File: src/rtl/mem_stage_lsu.sv
// rtl/mem_stage_lsu.sv - RV32I memory-stage load/store unit with req/gnt/rvalid data bus
//
// Purpose: formats stores, issues data-memory accesses, aligns and extends load
// data, stalls the pipeline through Ready while an access is outstanding, and
// registers the Memory->Writeback pipeline values.
//
// Ports:
//   clk, rst                    clock, asynchronous active-high reset
//   ALUResultM .. PCPlus4M      Execute->Memory pipeline inputs (held while Ready=0)
//   dmem_req/we/addr/be/wdata   data-memory request channel
//   dmem_gnt                    request accepted
//   dmem_rvalid/rdata           read response
//   Ready                       0 = stall F/D/E/M
//   ExcM                        one-cycle cause: 01 misaligned, 10 timeout, 11 bad funct3
//   *W                          Memory->Writeback pipeline registers
module mem_stage_lsu #(
  parameter int TIMEOUT = 16,
  parameter int CNT_W   = 5
) (
  input  logic        clk,
  input  logic        rst,
  input  logic [31:0] ALUResultM,
  input  logic [31:0] WriteDataM,
  input  logic [4:0]  RD_M,
  input  logic        RegWriteM,
  input  logic        MemReadM,
  input  logic        MemWriteM,
  input  logic        ResultSrcM,
  input  logic [2:0]  funct3_M,
  input  logic [31:0] PCPlus4M,
  output logic        dmem_req,
  output logic        dmem_we,
  output logic [31:0] dmem_addr,
  output logic [3:0]  dmem_be,
  output logic [31:0] dmem_wdata,
  input  logic        dmem_gnt,
  input  logic        dmem_rvalid,
  input  logic [31:0] dmem_rdata,
  output logic        Ready,
  output logic [1:0]  ExcM,
  output logic [31:0] ReadDataW,
  output logic [31:0] ALUResultW,
  output logic [31:0] PCPlus4W,
  output logic [4:0]  RD_W,
  output logic        RegWriteW,
  output logic        ResultSrcW
);

  localparam logic [1:0] IDLE = 2'd0;
  localparam logic [1:0] REQ  = 2'd1;
  localparam logic [1:0] WAIT = 2'd2;

  logic [1:0]       state, stepState, nextState;
  logic [CNT_W-1:0] cnt;
  logic             access, isStore, isLoad;
  logic             badF3, misaligned, faultIdle, issue;
  logic             complete, timeoutHit, done, readyInt;
  logic [1:0]       offs;
  logic [7:0]       byteSel;
  logic [15:0]      halfSel;
  logic [31:0]      loadData;

  assign offs    = ALUResultM[1:0];
  assign access  = MemReadM | MemWriteM;
  assign isStore = MemWriteM;
  assign isLoad  = MemReadM & ~MemWriteM;

  assign badF3 = isStore ? (funct3_M[2] | (funct3_M == 3'b011))
                         : (isLoad & ((funct3_M == 3'b011) | (funct3_M == 3'b110) |
                                      (funct3_M == 3'b111)));
  assign misaligned = ((funct3_M[1:0] == 2'b01) & offs[0]) |
                      ((funct3_M[1:0] == 2'b10) & (offs != 2'b00));

  // Faults are only evaluated before a request goes out, i.e. in IDLE.
  assign faultIdle = (state == IDLE) & access & (badF3 | misaligned);
  assign issue     = (state == IDLE) & access & ~(badF3 | misaligned);

  always_comb begin
    stepState = state;
    complete  = 1'b0;
    case (state)
      IDLE: begin
        if (issue) begin
          if (dmem_gnt && isStore) complete  = 1'b1;
          else if (dmem_gnt)       stepState = WAIT;
          else                     stepState = REQ;
        end
      end
      REQ: begin
        if (dmem_gnt) begin
          if (isStore) begin
            complete  = 1'b1;
            stepState = IDLE;
          end else begin
            stepState = WAIT;
          end
        end
      end
      WAIT: begin
        // rvalid is only looked at here, so a response coinciding with gnt is dropped.
        if (dmem_rvalid) begin
          complete  = 1'b1;
          stepState = IDLE;
        end
      end
      default: stepState = IDLE;
    endcase
  end

  // cnt counts cycles since issue, so the access is abandoned in its TIMEOUT-th cycle.
  assign timeoutHit = (state != IDLE) & (cnt == CNT_W'(TIMEOUT - 1)) & ~complete;
  assign nextState  = timeoutHit ? IDLE : stepState;
  assign done       = complete | faultIdle | timeoutHit;
  assign readyInt   = ~access | done;
  assign Ready      = rst | readyInt;

  always_ff @(posedge clk or posedge rst) begin
    if (rst) begin
      state <= IDLE;
      cnt   <= '0;
    end else begin
      state <= nextState;
      cnt   <= (nextState == IDLE) ? '0 : cnt + CNT_W'(1);
    end
  end

  // Held M inputs would otherwise re-raise the request while rst is asserted.
  assign dmem_req  = ~rst & (issue | (state == REQ));
  assign dmem_we   = MemWriteM;
  assign dmem_addr = {ALUResultM[31:2], 2'b00};

  always_comb begin
    dmem_be    = 4'b1111;
    dmem_wdata = WriteDataM;
    if (isStore) begin
      case (funct3_M[1:0])
        2'b00: begin
          dmem_be    = 4'b0001 << offs;
          dmem_wdata = {4{WriteDataM[7:0]}};
        end
        2'b01: begin
          dmem_be    = 4'b0011 << {offs[1], 1'b0};
          dmem_wdata = {2{WriteDataM[15:0]}};
        end
        default: begin
          dmem_be    = 4'b1111;
          dmem_wdata = WriteDataM;
        end
      endcase
    end
  end

  always_comb begin
    case (offs)
      2'b00:   byteSel = dmem_rdata[7:0];
      2'b01:   byteSel = dmem_rdata[15:8];
      2'b10:   byteSel = dmem_rdata[23:16];
      default: byteSel = dmem_rdata[31:24];
    endcase
    halfSel = offs[1] ? dmem_rdata[31:16] : dmem_rdata[15:0];
    case (funct3_M)
      3'b000:  loadData = {{24{byteSel[7]}}, byteSel};
      3'b001:  loadData = {{16{halfSel[15]}}, halfSel};
      3'b100:  loadData = {24'd0, byteSel};
      3'b101:  loadData = {16'd0, halfSel};
      default: loadData = dmem_rdata;
    endcase
  end

  always_comb begin
    ExcM = 2'b00;
    if (!rst) begin
      if (faultIdle)       ExcM = badF3 ? 2'b11 : 2'b01;
      else if (timeoutHit) ExcM = 2'b10;
    end
  end

  always_ff @(posedge clk or posedge rst) begin
    if (rst) begin
      ReadDataW  <= '0;
      ALUResultW <= '0;
      PCPlus4W   <= '0;
      RD_W       <= '0;
      RegWriteW  <= 1'b0;
      ResultSrcW <= 1'b0;
    end else if (readyInt) begin
      ReadDataW  <= loadData;
      ALUResultW <= ALUResultM;
      PCPlus4W   <= PCPlus4M;
      RD_W       <= RD_M;
      RegWriteW  <= RegWriteM & ~faultIdle & ~timeoutHit;
      ResultSrcW <= ResultSrcM;
    end else begin
      RegWriteW  <= 1'b0;
    end
  end

endmodule

File: config.mk
export PLATFORM = sky130hd
export DESIGN_NAME = mem_stage_lsu
export DESIGN_NICKNAME = d
export VERILOG_FILES = /design/src/rtl/mem_stage_lsu.sv
export SDC_FILE = /design/constraint.sdc
export NUM_CORES = 1
export LEC_CHECK = 0
export ABC_AREA = 0
export CAP_MARGIN = 20
export CORE_ASPECT_RATIO = 0.7
export CORE_MARGIN = 4
export CORE_UTILIZATION = 50
export DETAILED_ROUTE_END_ITERATION = 10
export DONT_BUFFER_PORTS = 1
export GPL_TIMING_DRIVEN = 0
export HOLD_SLACK_MARGIN = 0.05
export PLACE_DENSITY_LB_ADDON = 0.3
export SLEW_MARGIN = 20
export SYNTH_ARGS = -nofsm -noshare
export SYNTH_HDL_FRONTEND = slang
export SYNTH_SLANG_ARGS = --single-unit
File: constraint.sdc
create_clock -name clk -period 5 [get_ports clk]
set_input_delay 1 -clock clk [delete_from_list [all_inputs] [get_ports clk]]
set_output_delay 1 -clock clk [all_outputs]
set_load 0.01 [all_outputs]
# Word level (Yosys, flattened, before mapping)

Index checks and enable logic that the tools add are counted.
Widths: inputs -> output; s select.

Flip-flop bits (word level): 110
Input bits: 144
Output and inout port bits: 176
Word-level logic and storage cells: 90

Add/sub/neg operators: 1
Equality and inequality tests: 13
Shift operators: 2
Multiplexer cells: 28
Bitwise logic cells: 30
Reductions and logical operators: 8

Operators with widths:

| operator            | count |
|---|---|
| $pmux 32 s4         | 1 |
| $pmux 32 s2         | 1 |
| $mux 32             | 1 |
| $pmux 8 s3          | 1 |
| $mux 2              | 11 |
| $mux 16             | 1 |
| $and 1x1->1         | 12 |
| $eq 3x3->1 const B  | 4 |
| $or 1x1->1          | 11 |
| $logic_not 2->1     | 4 |
| $pmux 4 s2          | 1 |
| $mux 1              | 7 |
| $not 1->1           | 7 |
| $eq 2x1->1 const B  | 3 |
| $eq 2x2->1 const B  | 3 |
| $pmux 2 s3          | 1 |
| $add 5x1->5 const B | 1 |
| $eq 5x4->1 const B  | 1 |
| $mux 5              | 1 |
| $mux 4              | 1 |
| $reduce_bool 2->1   | 2 |
| $shl 1x2->4 const A | 1 |
| $shl 2x2->4 const A | 1 |
| $eq 3x1->1 const B  | 1 |
| other kinds (4)     | 4 |

# Depth between registers and ports, before layout

Depth after elaboration: 15
Depth in mapped cells: 10
Mapped depth without buffers: 7

# Least setup slack after synthesis

Ideal clock, no wire load.

Kind: input to output
From: input port rst
To: output port Ready
Data arrival time: 3.648 ns
Data required time: 4.000 ns
Path slack: 0.352 ns
Stages on the path: 2
Path buffers: 0
Cells stage by stage: inv_1 -> nand2_1

Word-level cells in the longest chain between the ends: 1

Ends and longest elaborated chain:

| item               | line | text |
|---|---|---|
| start: declaration | 21   | `input logic rst,` |
| $or 1x1->1         | 115  | `assign Ready = rst \| readyInt;` |
| end: declaration   | 39   | `output logic Ready,` |

Every way passes these cells.

# Worst setup path after layout

From: input port funct3_M[1]
To: output port dmem_be[1]

Word-level cells in the longest chain between the ends: 3
Elaborated cells on any way between the ends: 4
Classes of those cells: 1 x eq/ne; 2 x mux; 1 x reduce/logical

Ends and longest elaborated chain:

| item                                                 | line | text |
|---|---|---|
| start: declaration                                   | 29   | `input logic [2:0] funct3_M,` |
| $eq 2x1->1 / $logic_not 2->1 (equally long branches) | 136  | `case (funct3_M[1:0])` |
| $pmux 4 s2 *                                         | 136  |  |
| $mux 4 *                                             | 135  | `if (isStore) begin` |
| end: declaration                                     | 34   | `output logic [3:0] dmem_be,` |

Mark *: on every way between the ends. The rest lies on a longest branch, timed or not.

==> impl_metrics.csv <==
group,metric,value,unit
run_status,outcome,"completed",
finish,post-route-util,55.87,%
placement,place_congestion,0.9358,
setup_path,worst_r2r_startpoint,"cnt[0]$_DFF_PP0_",
detailed_routing,drt_iter0_drc,282,
logic_synthesis,postSynth.asyncResetShare,100.0,%
logic_synthesis,compound_cell_area_share_of_the_yosys_netlist,6.443,%
logic_synthesis,synth_xor_area_share,0.2900,%
cts,cts_made_buffers,9,
logic_synthesis,synth_top_family_by_area,"multiplexers",
logic_synthesis,netlist_instances,522,
finish,finish.net_count,681,
logic_synthesis,post_synth_instance_area,6040,µm²
detailed_routing,ant_nets,0,
placement,dp_hpwl,12740,µm
die,start_util,51.32,%
finish,area_growth,8.867,%
logic_synthesis,synth_area_per_cell,11.57,µm²
die,design.die.area,13930,µm²
timing,hold_violations,0,
detailed_routing,via_count,3948,
detailed_routing,drc,0,
timing,setup_viol,0,
finish,post_route_cells_drive_above_1_share,35.19,%
logic_synthesis,ys_warn_count,0,
timing,max-slew-margin-rel,47.92,%
setup_path,critical_path.endpoint_type,"primary output",
logic_synthesis,synthDominantAreaCellType,"dfrtp_1",
detailed_routing,routedWlPerCell,22.78,µm
detailed_routing,firstDrtPassIters,4,
cts,clk_transition_reported_paths,80,ps
min_path,min-delay-path-class,"flip-flop to flip-flop",
cts,cts_tree,"built",
detailed_routing,via_per_inst,5.664,
global_routing,overflow,0,
placement,dp_cells,681,
setup_path,ff2ff_path_depth,10,
detailed_routing,finalWirelength,15880,µm
die,io-pin-count,320,
timing,final.period_utilization,70.14,%
timing,post-route-min-period,3507,ps
min_path,hold_path.startpoint,"cnt[0]$_DFF_PP0_",
timing,clock-skew-final,13.81,ps
power_and_ir_drop,leakage,3.143,nW
logic_synthesis,post_synthesis_register_bit_count,110,
finish,layout.cell_area.non_filler,6575,µm²
logic_synthesis,synth-simple-area-share,10.83,%
cts,clockBufferDepth,2,
power_and_ir_drop,power_per_cell_area,412.7,nW/µm²
die,chipWidth,139.4,µm
timing,final.hold.worst_slack,461.4,ps
logic_synthesis,seq_area_frac_synth,45.58,%
die,die_height,99.96,µm
setup_path,rrSetupSlack,2620,ps
cts,post_cts.repair.setup_buffers,0,
finish,layoutNonFillerInstCount,697,
logic_synthesis,muxShareOfSynthArea,26.54,%
setup_path,crit-reg2reg-capture,"ReadDataW[24]$_DFFE_PP0P_",
cts,clock-sinks,110,
logic_synthesis,yosys.area_share.adder,0.4143,%
power_and_ir_drop,peakVddDrop,214.1,µV
setup_path,cp.arrival,2510,ps
placement,placed_cell_area,6272,µm²
global_routing,antenna_found_initial,0,
logic_synthesis,synth-edff-count,0,
cts,clock-root-buffer,"clkbuf_16",
die,placementRows,33,
setup_path,setup_crit_path_kind,"input pin to primary output",
setup_path,critical_path.startpoint_type,"input pin",
global_routing,grt_pass1_wl,23930,µm
cts,cts_hold_buf,0,
finish,antenna_cells_inserted,0,
global_routing,gr-usage-all-layers,21.80,%
die,core_region_area,11770,µm²
setup_path,crit_path_start,"funct3_M[1]",
finish,fillerInstances,1006,
timing,setup_repair_after_global_routing_missed_its_margin,"no",
cts,htree_levels,3,
timing,timing.fmax,0.2851,GHz
placement,port-buffer-count,0,
logic_synthesis,synth_ff_type,"dfrtp_1",
global_routing,grt_pass1_vias,3951,
setup_path,critPathRequiredTime,4000,ps
global_routing,grt_start_max_net_pins,59,
logic_synthesis,ys_top_cells_by_area,"dfrtp_1 (46%), mux2_4 (17%), mux2_2 (7.3%)",
logic_synthesis,synth.distinct_cells,42,
timing,worstMarginPinSlew,778.4,ps
setup_path,critPathMaxFanout,10,
timing,final_max_slew_viol_count,0,
cts,cts-resized-gates,0,
run,max-cap-violations,0,
logic_synthesis,synthDominantCellAreaShare,45.58,%
cts,clock_network_latency_to_the_later_pin_of_the_worst_skew_pair,340,ps
setup_path,cp-endpoint,"dmem_be[1]",
## worst min path at each step
stage	to	cells after the start
5_1_grt	cnt[0]$_DFF_PP0_	1
4_1_cts	cnt[0]$_DFF_PP0_	1
2_1_floorplan	cnt[0]$_DFF_PP0_	1
6_report	cnt[0]$_DFF_PP0_	1
3_3_place_gp	cnt[0]$_DFF_PP0_	1
3_5_place_dp	cnt[0]$_DFF_PP0_	1
## synth_stat cells (all sizes together) (2+ instances only)
cell type,count
mux2i,9
clkbuf,14
o21ai,25
nand2b,12
mux2,109
a31oi,10
o22ai,2
a21o,3
dfrtp,110
nor2,17
ha,2
nand2,101
inv,7
a221o,8
a21oi,10
nor2b,4
and3,3
nor3,5
buf,57
## kinds of logic after synthesis
group           after synthesis
compound gates               62
xor+xnor                      2
fa+ha+maj                     2
buf+inv                      78
flops                       110
mux                         119
other cells                   1
simple gates                148
## routing by layer
metal / track usage, % / wire length (µm)
met1: 29.36 / 6405
met2: 32.22 / 7143
met3: 10.48 / 2115
met4: 4.737 / 214
met5: 0 / 0
## placed cells by master, fill, tap and decap left out, types with 8 or more instances in the layout
cell type / synthesis / routed
nand2_1: 101 / 101
o21ai_0: 23 / 23
mux2_4: 70 / 70
mux2i_1: 9 / 9
clkbuf_1: 14 / 14
a21oi_1: 10 / 10
clkbuf_16: 0 / 9
nand2b_1: 12 / 12
dfrtp_1: 110 / 110
a31oi_1: 10 / 10
nor2_1: 16 / 16
a221o_1: 8 / 8
buf_4: 42 / 42
mux2_2: 39 / 39
buf_12: 8 / 8
## stage by stage
| stage | worst slack [ps] | setup TNS [ps] | power, mW |
|---|---|---|---|
| 6_report | 1493 | 0 | 2.713 |
| 3_5_place_dp | 1532 | 0 | 2.025 |
| 5_1_grt | 1338 | 0 | 2.857 |
| 3_3_place_gp | -449.0 | -449.0 | 1.999 |
| 4_1_cts | 1525 | 0 | 2.750 |
| 2_1_floorplan | 351.7 | 0 | 1.867 |
## final cells by class
type                       count  area (µm²)  share of cell area, %
sequential                   110        2753                  41.86
multi-input combinational    335        2696                  41.01
clock inverter                 7       77.57                  1.180
inverter                       7       31.28                 0.4757
clock buffer                   9       225.2                  3.425
tap                          157       196.4                  2.988
buffer                        71       568.0                  8.639
timing repair buffer           1       27.53                 0.4186
## worst max-delay path, cell delays in order
cell and delay [ps]:
clkbuf_1 350, clkbuf_1 450, nor2_1 180, clkbuf_1 240, o21ai_0 280
## power by group
group	switching (mW)	internal [mW]
Combinational	0.275	0.396
Clock	0.357	0.355
Sequential	0.251	1.08
## registers in the layout, indices dropped and copies added, names as in the netlist
| signal | count |
|---|---|
| PCPlus4W | 32 |
| ResultSrcW | 1 |
| state | 2 |
| cnt | 5 |
| RD_W | 5 |
| RegWriteW | 1 |
| ALUResultW | 32 |
| ReadDataW | 32 |
Power figures use the tool's default switching activity.
